File: config.mk
export PLATFORM = sky130hd
export DESIGN_NAME = multicycle_ctrl
export DESIGN_NICKNAME = d
export VERILOG_FILES = /design/src/rtl/mctrl_pkg.sv /design/src/rtl/mctrl_decode.sv /design/src/rtl/multicycle_ctrl.sv
export SDC_FILE = /design/constraint.sdc
export NUM_CORES = 1
export LEC_CHECK = 0
export BUFFER_PORTS_ARGS = -buffer_cell sky130_fd_sc_hd__buf_2
export CORE_MARGIN = 5
export CORE_UTILIZATION = 36
export DETAILED_ROUTE_END_ITERATION = 8
export PLACE_DENSITY = 0.78
export SETUP_SLACK_MARGIN = 0.05
export SLEW_MARGIN = 10
export SYNTH_ARGS = -nofsm -noshare
export SYNTH_HDL_FRONTEND = slang
export SYNTH_HIERARCHICAL = 1
export SYNTH_SLANG_ARGS = --single-unit
File: constraint.sdc
create_clock -name Clk -period 2.1 [get_ports Clk]
set_clock_uncertainty 0.05 [all_clocks]
set_input_delay 0.21 -clock Clk [delete_from_list [all_inputs] [get_ports Clk]]
set_output_delay 0.21 -clock Clk [all_outputs]
set_load 0.02 [all_outputs]
File: src/rtl/mctrl_pkg.sv
// Shared constants for multicycle_ctrl: opcodes, state encodings, trap causes
// and ALU function codes.
package mctrl_pkg;

  localparam logic [5:0] OP_RTYPE = 6'b100000;
  localparam logic [5:0] OP_LI    = 6'b111000;
  localparam logic [5:0] OP_LUI   = 6'b111001;
  localparam logic [5:0] OP_ADDI  = 6'b110000;
  localparam logic [5:0] OP_ANDI  = 6'b110010;
  localparam logic [5:0] OP_ORI   = 6'b110011;
  localparam logic [5:0] OP_B     = 6'b111111;
  localparam logic [5:0] OP_BEQ   = 6'b000000;
  localparam logic [5:0] OP_BNE   = 6'b000001;
  localparam logic [5:0] OP_LB    = 6'b000011;
  localparam logic [5:0] OP_LW    = 6'b001111;
  localparam logic [5:0] OP_SB    = 6'b000111;
  localparam logic [5:0] OP_SW    = 6'b011111;

  typedef enum logic [2:0] {
    ST_FETCH  = 3'b000,
    ST_DECODE = 3'b001,
    ST_EXEC   = 3'b010,
    ST_MEM    = 3'b011,
    ST_WB     = 3'b100,
    ST_TRAP   = 3'b111
  } state_t;

  typedef enum logic [1:0] {
    CAUSE_NONE    = 2'b00,
    CAUSE_ILLEGAL = 2'b01,
    CAUSE_IMEM    = 2'b10,
    CAUSE_DMEM    = 2'b11
  } cause_t;

  localparam logic [3:0] ALU_ADD = 4'b0000;
  localparam logic [3:0] ALU_SUB = 4'b0001;
  localparam logic [3:0] ALU_AND = 4'b0010;
  localparam logic [3:0] ALU_OR  = 4'b0011;

endpackage

File: src/rtl/mctrl_decode.sv
// Combinational opcode decoder: instruction class flags and ALU function.
module mctrl_decode
  import mctrl_pkg::*;
#(
  parameter int INSTR_W = 32,
  parameter int FUNC_W  = 4
) (
  input  logic [INSTR_W-1:0] instr_i,
  output logic               is_rtype_o,
  output logic               is_imm_o,
  output logic               is_branch_o,
  output logic               is_load_o,
  output logic               is_store_o,
  output logic               is_nop_o,
  output logic               is_illegal_o,
  output logic               is_b_o,
  output logic               is_beq_o,
  output logic               is_bne_o,
  output logic               is_byte_o,
  output logic [FUNC_W-1:0]  alu_func_o
);

  logic [5:0] opcode;
  assign opcode = instr_i[INSTR_W-1 -: 6];

  always_comb begin
    is_rtype_o   = 1'b0;
    is_imm_o     = 1'b0;
    is_branch_o  = 1'b0;
    is_load_o    = 1'b0;
    is_store_o   = 1'b0;
    is_illegal_o = 1'b0;
    is_b_o       = 1'b0;
    is_beq_o     = 1'b0;
    is_bne_o     = 1'b0;
    is_byte_o    = 1'b0;
    alu_func_o   = FUNC_W'(ALU_ADD);
    // An all-zero word shares the beq opcode, so nop must be filtered first
    is_nop_o     = (instr_i == '0);
    if (!is_nop_o) begin
      case (opcode)
        OP_RTYPE: begin
          is_rtype_o = 1'b1;
          alu_func_o = instr_i[FUNC_W-1:0];
        end
        OP_LI, OP_LUI, OP_ADDI: is_imm_o = 1'b1;
        OP_ANDI: begin
          is_imm_o   = 1'b1;
          alu_func_o = FUNC_W'(ALU_AND);
        end
        OP_ORI: begin
          is_imm_o   = 1'b1;
          alu_func_o = FUNC_W'(ALU_OR);
        end
        OP_B: begin
          is_branch_o = 1'b1;
          is_b_o      = 1'b1;
        end
        OP_BEQ: begin
          is_branch_o = 1'b1;
          is_beq_o    = 1'b1;
          alu_func_o  = FUNC_W'(ALU_SUB);
        end
        OP_BNE: begin
          is_branch_o = 1'b1;
          is_bne_o    = 1'b1;
          alu_func_o  = FUNC_W'(ALU_SUB);
        end
        OP_LB: begin
          is_load_o = 1'b1;
          is_byte_o = 1'b1;
        end
        OP_LW: is_load_o = 1'b1;
        OP_SB: begin
          is_store_o = 1'b1;
          is_byte_o  = 1'b1;
        end
        OP_SW: is_store_o = 1'b1;
        default: is_illegal_o = 1'b1;
      endcase
    end
  end

endmodule

File: src/rtl/multicycle_ctrl.sv
// Multicycle processor control FSM with memory handshakes and trapping.
// Define MULTICYCLE_CTRL_PERF_EN to build the cycle/retired performance counters.
//
// state  | meaning
// FETCH  | request instruction, wait for IMEM_ready
// DECODE | classify opcode (nop retires, illegal traps)
// EXEC   | ALU operation; branches resolve and retire here
// MEM    | data access, wait for DMEM_ready
// WB     | register file write, retire
// TRAP   | halted until Reset
module multicycle_ctrl
  import mctrl_pkg::*;
#(
  parameter int INSTR_W  = 32,
  parameter int FUNC_W   = 4,
  parameter int MAX_WAIT = 15,
  parameter int CNT_W    = 32
) (
  input  logic               Clk,
  input  logic               Reset,
  input  logic [INSTR_W-1:0] Instr,
  input  logic               ALU_zero,
  input  logic               IMEM_ready,
  input  logic               DMEM_ready,
  output logic               IMEM_req,
  output logic               IR_LdEn,
  output logic               DMEM_req,
  output logic               PC_LdEn,
  output logic               PC_sel,
  output logic               RF_B_sel,
  output logic               RF_WrEn,
  output logic               RF_WrData_sel,
  output logic               ALU_Bin_sel,
  output logic               MEM_we,
  output logic               MEM_In_sel,
  output logic               MEM_Out_sel,
  output logic [FUNC_W-1:0]  ALU_func,
  output logic               Trap,
  output logic [1:0]         Trap_cause,
  output logic [2:0]         State,
  output logic [CNT_W-1:0]   Cycle_cnt,
  output logic [CNT_W-1:0]   Retired_cnt
);

  localparam int WAIT_W = (MAX_WAIT > 1) ? $clog2(MAX_WAIT) : 1;

  state_t            state_q, state_d;
  cause_t            cause_q, cause_d;
  logic [WAIT_W-1:0] wait_q, wait_d;
  logic              timeout;
  logic is_rtype, is_imm, is_branch, is_load, is_store, is_nop, is_illegal;
  logic is_b, is_beq, is_bne, is_byte;

  mctrl_decode #(
    .INSTR_W (INSTR_W),
    .FUNC_W  (FUNC_W)
  ) u_decode (
    .instr_i      (Instr),
    .is_rtype_o   (is_rtype),
    .is_imm_o     (is_imm),
    .is_branch_o  (is_branch),
    .is_load_o    (is_load),
    .is_store_o   (is_store),
    .is_nop_o     (is_nop),
    .is_illegal_o (is_illegal),
    .is_b_o       (is_b),
    .is_beq_o     (is_beq),
    .is_bne_o     (is_bne),
    .is_byte_o    (is_byte),
    .alu_func_o   (ALU_func)
  );

  // Fires on the wait cycle that would make the count reach MAX_WAIT; ready wins.
  assign timeout = (MAX_WAIT > 0) && (wait_q == WAIT_W'(MAX_WAIT - 1));

  always_comb begin
    state_d = state_q;
    cause_d = cause_q;
    wait_d  = '0;
    case (state_q)
      ST_FETCH: begin
        if (IMEM_ready) state_d = ST_DECODE;
        else if (timeout) begin
          state_d = ST_TRAP;
          cause_d = CAUSE_IMEM;
        end else wait_d = wait_q + WAIT_W'(1);
      end
      ST_DECODE: begin
        if (is_nop) state_d = ST_FETCH;
        else if (is_illegal) begin
          state_d = ST_TRAP;
          cause_d = CAUSE_ILLEGAL;
        end else state_d = ST_EXEC;
      end
      ST_EXEC: begin
        if (is_branch) state_d = ST_FETCH;
        else if (is_load || is_store) state_d = ST_MEM;
        else if (is_rtype || is_imm) state_d = ST_WB;
        else begin
          state_d = ST_TRAP;
          cause_d = CAUSE_ILLEGAL;
        end
      end
      ST_MEM: begin
        if (DMEM_ready) state_d = is_store ? ST_FETCH : ST_WB;
        else if (timeout) begin
          state_d = ST_TRAP;
          cause_d = CAUSE_DMEM;
        end else wait_d = wait_q + WAIT_W'(1);
      end
      ST_WB:   state_d = ST_FETCH;
      ST_TRAP: state_d = ST_TRAP;
      default: begin
        state_d = ST_TRAP;
        cause_d = CAUSE_NONE;
      end
    endcase
  end

  always_ff @(posedge Clk) begin
    if (Reset) begin
      state_q <= ST_FETCH;
      cause_q <= CAUSE_NONE;
      wait_q  <= '0;
    end else begin
      state_q <= state_d;
      cause_q <= cause_d;
      wait_q  <= wait_d;
    end
  end

  always_comb begin
    IMEM_req = 1'b0;
    IR_LdEn  = 1'b0;
    DMEM_req = 1'b0;
    PC_LdEn  = 1'b0;
    PC_sel   = 1'b0;
    RF_WrEn  = 1'b0;
    MEM_we   = 1'b0;
    case (state_q)
      ST_FETCH: begin
        IMEM_req = 1'b1;
        IR_LdEn  = IMEM_ready;
      end
      ST_DECODE: PC_LdEn = is_nop;
      ST_EXEC: begin
        PC_LdEn = is_branch;
        PC_sel  = is_b | (is_beq & ALU_zero) | (is_bne & ~ALU_zero);
      end
      ST_MEM: begin
        DMEM_req = 1'b1;
        MEM_we   = is_store;
        PC_LdEn  = is_store & DMEM_ready;
      end
      ST_WB: begin
        RF_WrEn = 1'b1;
        PC_LdEn = 1'b1;
      end
      default: ;
    endcase
    if (Reset) begin
      IMEM_req = 1'b0;
      IR_LdEn  = 1'b0;
      DMEM_req = 1'b0;
      PC_LdEn  = 1'b0;
      PC_sel   = 1'b0;
      RF_WrEn  = 1'b0;
      MEM_we   = 1'b0;
    end
  end

  assign ALU_Bin_sel   = is_imm | is_load | is_store;
  assign RF_B_sel      = is_beq | is_bne | is_store;
  assign RF_WrData_sel = is_load;
  assign MEM_In_sel    = is_store & is_byte;
  assign MEM_Out_sel   = is_load & is_byte;
  assign Trap          = (state_q == ST_TRAP);
  assign Trap_cause    = cause_q;
  assign State         = state_q;

`ifdef MULTICYCLE_CTRL_PERF_EN
  logic [CNT_W-1:0] cycle_q, retired_q;

  always_ff @(posedge Clk) begin
    if (Reset) begin
      cycle_q   <= '0;
      retired_q <= '0;
    end else begin
      if ((state_q != ST_TRAP) && (cycle_q != '1)) cycle_q <= cycle_q + CNT_W'(1);
      if (PC_LdEn && (retired_q != '1)) retired_q <= retired_q + CNT_W'(1);
    end
  end

  assign Cycle_cnt   = cycle_q;
  assign Retired_cnt = retired_q;
`else
  assign Cycle_cnt   = '0;
  assign Retired_cnt = '0;
`endif

endmodule
==> implementation parameters <==
Parameter                              Value

Final layout
  Final instance area ... between 1500 and 2000 um2
  Area added between synthesis and finish ... 30.0%
  Net count reported at finish ... around 330
  Share of layout cells above drive strength 1 ... 0.384
  Filler-free cell count of the finished design ... 344
  Area of all sequential standard cells ... 183 um2
  Area used by multi-input combinational logic ... 1160 um2
  Total inserted antenna cells ... 0
  Number of filler cells placed in the layout ... 406

Global routing
  Initial antenna violation count ... 0
  Global-route wire length before repair ... 5730 um
  Maximum number of pins on one net before global-route repair ... 24
  Total congestion overflow ... 0
  Global routing usage summed across all routing layers ... 0.127
  Vias in the first global route ... about 1300

Floorplan
  Core footprint ... slightly above 4000 um2
  Effective utilization at floorplan ... 0.378
  Die Height ... 75.3 um
  Die area ... 5660 um2
  Die Width ... 75.3 um
  Num rows ... 23
  Top-Level Pins ... approximately 120

Timing
  Smallest hold slack ... 264 ps
  Unrepaired setup endpoints after global routing ... true
  Worst rel slew slack ... 0.544
  Number of hold violations in the final report ... 0
  Final Max Slew Viols ... 0
  Min Clock Period, post-route ... roughly 2100 ps
  Highest clock frequency the design can meet ... 466 MHz
  Final clock period utilization by the worst path ... 1.02
  Final worst setup slack ... -47.0 ps
  Setup total negative slack ... -47.0 ps
  Final Setup Violations ... 1
  Slew at the pin closest to its max-slew limit ... 683 ps

Place
  Final estimated routing congestion in global placement ... around 0.8
  DPL Wire Length ... 3230 um
  Placed Instances ... 332
  Number of I/O port buffers ... 58
  Post-place instance area ... 1750 um2

Routing
  Violation count after the first detailed-routing iteration ... 92
  Pre-antenna DRT Iters ... 4
  Count of vias placed by the detailed router ... 1620
  Total wire length after detailed routing ... 4330 um
  Final antenna-violating net count ... 0
  Routed length per instance ... 12.6 um
  DRC violation count after routing ... 0
  Vias per cell ... 4.71

Logic synthesis
  Cell count after synthesis ... about 220
  Most frequent cells after synthesis ... buf_4, nor2_1, nor3_1
  Number of distinct library cells after synthesis ... 48
  Main area contributors after synthesis ... buf_4, dfxtp_1, nor2_1, nor4_1, nor3_1
  Post-synthesis sequential area ratio ... 0.118
  Area share of the leading cell type in the synthesized netlist ... 0.318
  Post-synth EDFFs ... 0
  FF+latch count, synth ... 9
  Total of warnings raised by yosys ... 6
  Area of the mapped netlist ... 1530 um2
  Top cell type by total area after synthesis ... buf_4
  Mean area per synthesized cell ... 7.00 um2
  Fraction of registers with async set or reset after synthesis ... 0
  Top FF cell, synth ... dfxtp_1
  Library cell with the highest instance count after synthesis ... buf_4

Clocking
  CTS Root Buffer Type ... clkbuf_8
  Count of clock tree sinks ... 9
  Number of H-tree levels ... 1
  TritonCTS clock tree ... done
  CTS Hold Bufs ... 0
  Clock latency at the later pin of the worst-skew pair ... 230 ps
  Total clock buffers created by CTS ... 3
  Clock transition at the register clock pins on the worst setup and hold paths after CTS ... 40 ps
  Number of buffers between clock root and the deepest sink ... 2

Setup path
  Nature of the critical path startpoint ... input pin
  Type of the worst setup path ... in2out
  Worst EP arrival ... between 1500 and 2000 ps
  Element type at the critical path end ... primary output
  Endpoint required time on the critical path ... 1840 ps
  Crit Path Max Fanout ... 5

Power
  Cell area power density ... 657 nW/um2
  Maximum ir drop on the vdd rail ... 0.348 mV
  Leak pwr ... between 1 and 1.5 nW

Status
  Failing checks ... negative setup slack
  Outcome ... finished with violations

Worst hold path
  Path type of the worst min-delay path ... in2reg

Run
  Count of max-cap constraint violations ... 0
routing by layer:
layer | GRT usage | wire length [um] | share of wire | up-vias
li1 | - | - | - | 790
met2 | 0.220 | 2300 | 0.53 | 85
met5 | 0 | 0 | 0 | -
met1 | 0.150 | 1480 | 0.34 | 743
met3 | 0.0334 | 537 | 0.12 | 2
met4 | 0.0466 | 16 | 0.0037 | 0
cells in the final DEF, fill, tap and decap left out, drive strengths merged, types with 2 or more instances in the layout:
cell | synthesis | layout
conb | 1 | 64
nand2 | 7 | 7
clkbuf | 9 | 4
dfxtp | 9 | 9
nor2b | 4 | 4
buf | 68 | 85
a22oi | 2 | 2
a31oi | 3 | 3
nor4 | 10 | 10
o22a | 2 | 2
nor3 | 11 | 11
nand2b | 4 | 4
inv | 4 | 4
o32a | 2 | 2
nand3b | 2 | 2
nand3 | 8 | 8
and3 | 4 | 4
or3 | 3 | 3
a21oi | 8 | 8
o21ai | 7 | 7
nor2 | 20 | 20
or2 | 2 | 2
a2111oi | 2 | 2
ha | 2 | 2
and2 | 6 | 6
worst paths after layout:
check                  startpoint                          to  slack, ps  cells after the start
min reg2reg  wait_q[0]$_SDFF_PP0_        wait_q[0]$_SDFF_PP0_        420                      1
max                     Instr[29]                     PC_LdEn        -50                     10
min                         Reset         State[0]$_SDFF_PP0_        260                      2
max reg2reg   State[2]$_SDFF_PP0_  Trap_cause[1]$_SDFFE_PP0P_        440                      5
sequential cells by signal, summed over array words and instances (netlist names):
name and count:
State 3, Trap_cause 2, wait_q 4
cell type report:
| class | count | share of cell area |
|---|---|---|
| multi-input combinational | 192 | 0.582 |
| timing repair buffer | 85 | 0.265 |
| sequential | 9 | 0.0917 |
| inverter | 4 | 0.00753 |
| clock buffer | 4 | 0.0226 |
| tap | 50 | 0.0314 |
stage by stage:
stage | util | power (mW) | worst slack [ps]
floorplan | - | 0.990 | -111
global placement | 0.430 | 1.02 | -132
detailed placement | 0.430 | 1.03 | -160
CTS | 0.455 | 1.24 | -142
global route | 0.491 | 1.41 | -122
finish | 0.491 | 1.31 | -47.0
cell families after synthesis:
logic type,after synthesis,share of synthesized area
AO/OA/AOI/OAI,37,0.166
XOR/XNOR,2,0.0114
adder cells (fa/ha/maj),2,0.0163
buffers and inverters,81,0.369
AND/OR/NAND/NOR,86,0.311
multiplexers,1,0.00653
other,1,0.00245
flip-flops,9,0.118
critical path, cell delays in order:
cell	delay, ps
buf_6	90
or2_4	240
or4_4	470
o22a_1	240
o21ai_2	70
nand2b_1	80
a21oi_2	150
a21oi_2	80
nor2_2	130
buf_6	120
power by group:
part	internal [mW]	switching (mW)
clock	0.132	0.0645
combinational	0.303	0.446
sequential	0.221	0.143
total	0.657	0.653
timing repair:
| action | CTS | global route |
|---|---|---|
| setup buffers | 4 | 4 |
| pin swaps | 8 | 12 |
| resized for setup | 6 | 23 |
| endpoints found under the setup margin | 2 | 9 |
(Power assumes the default switching activity.)
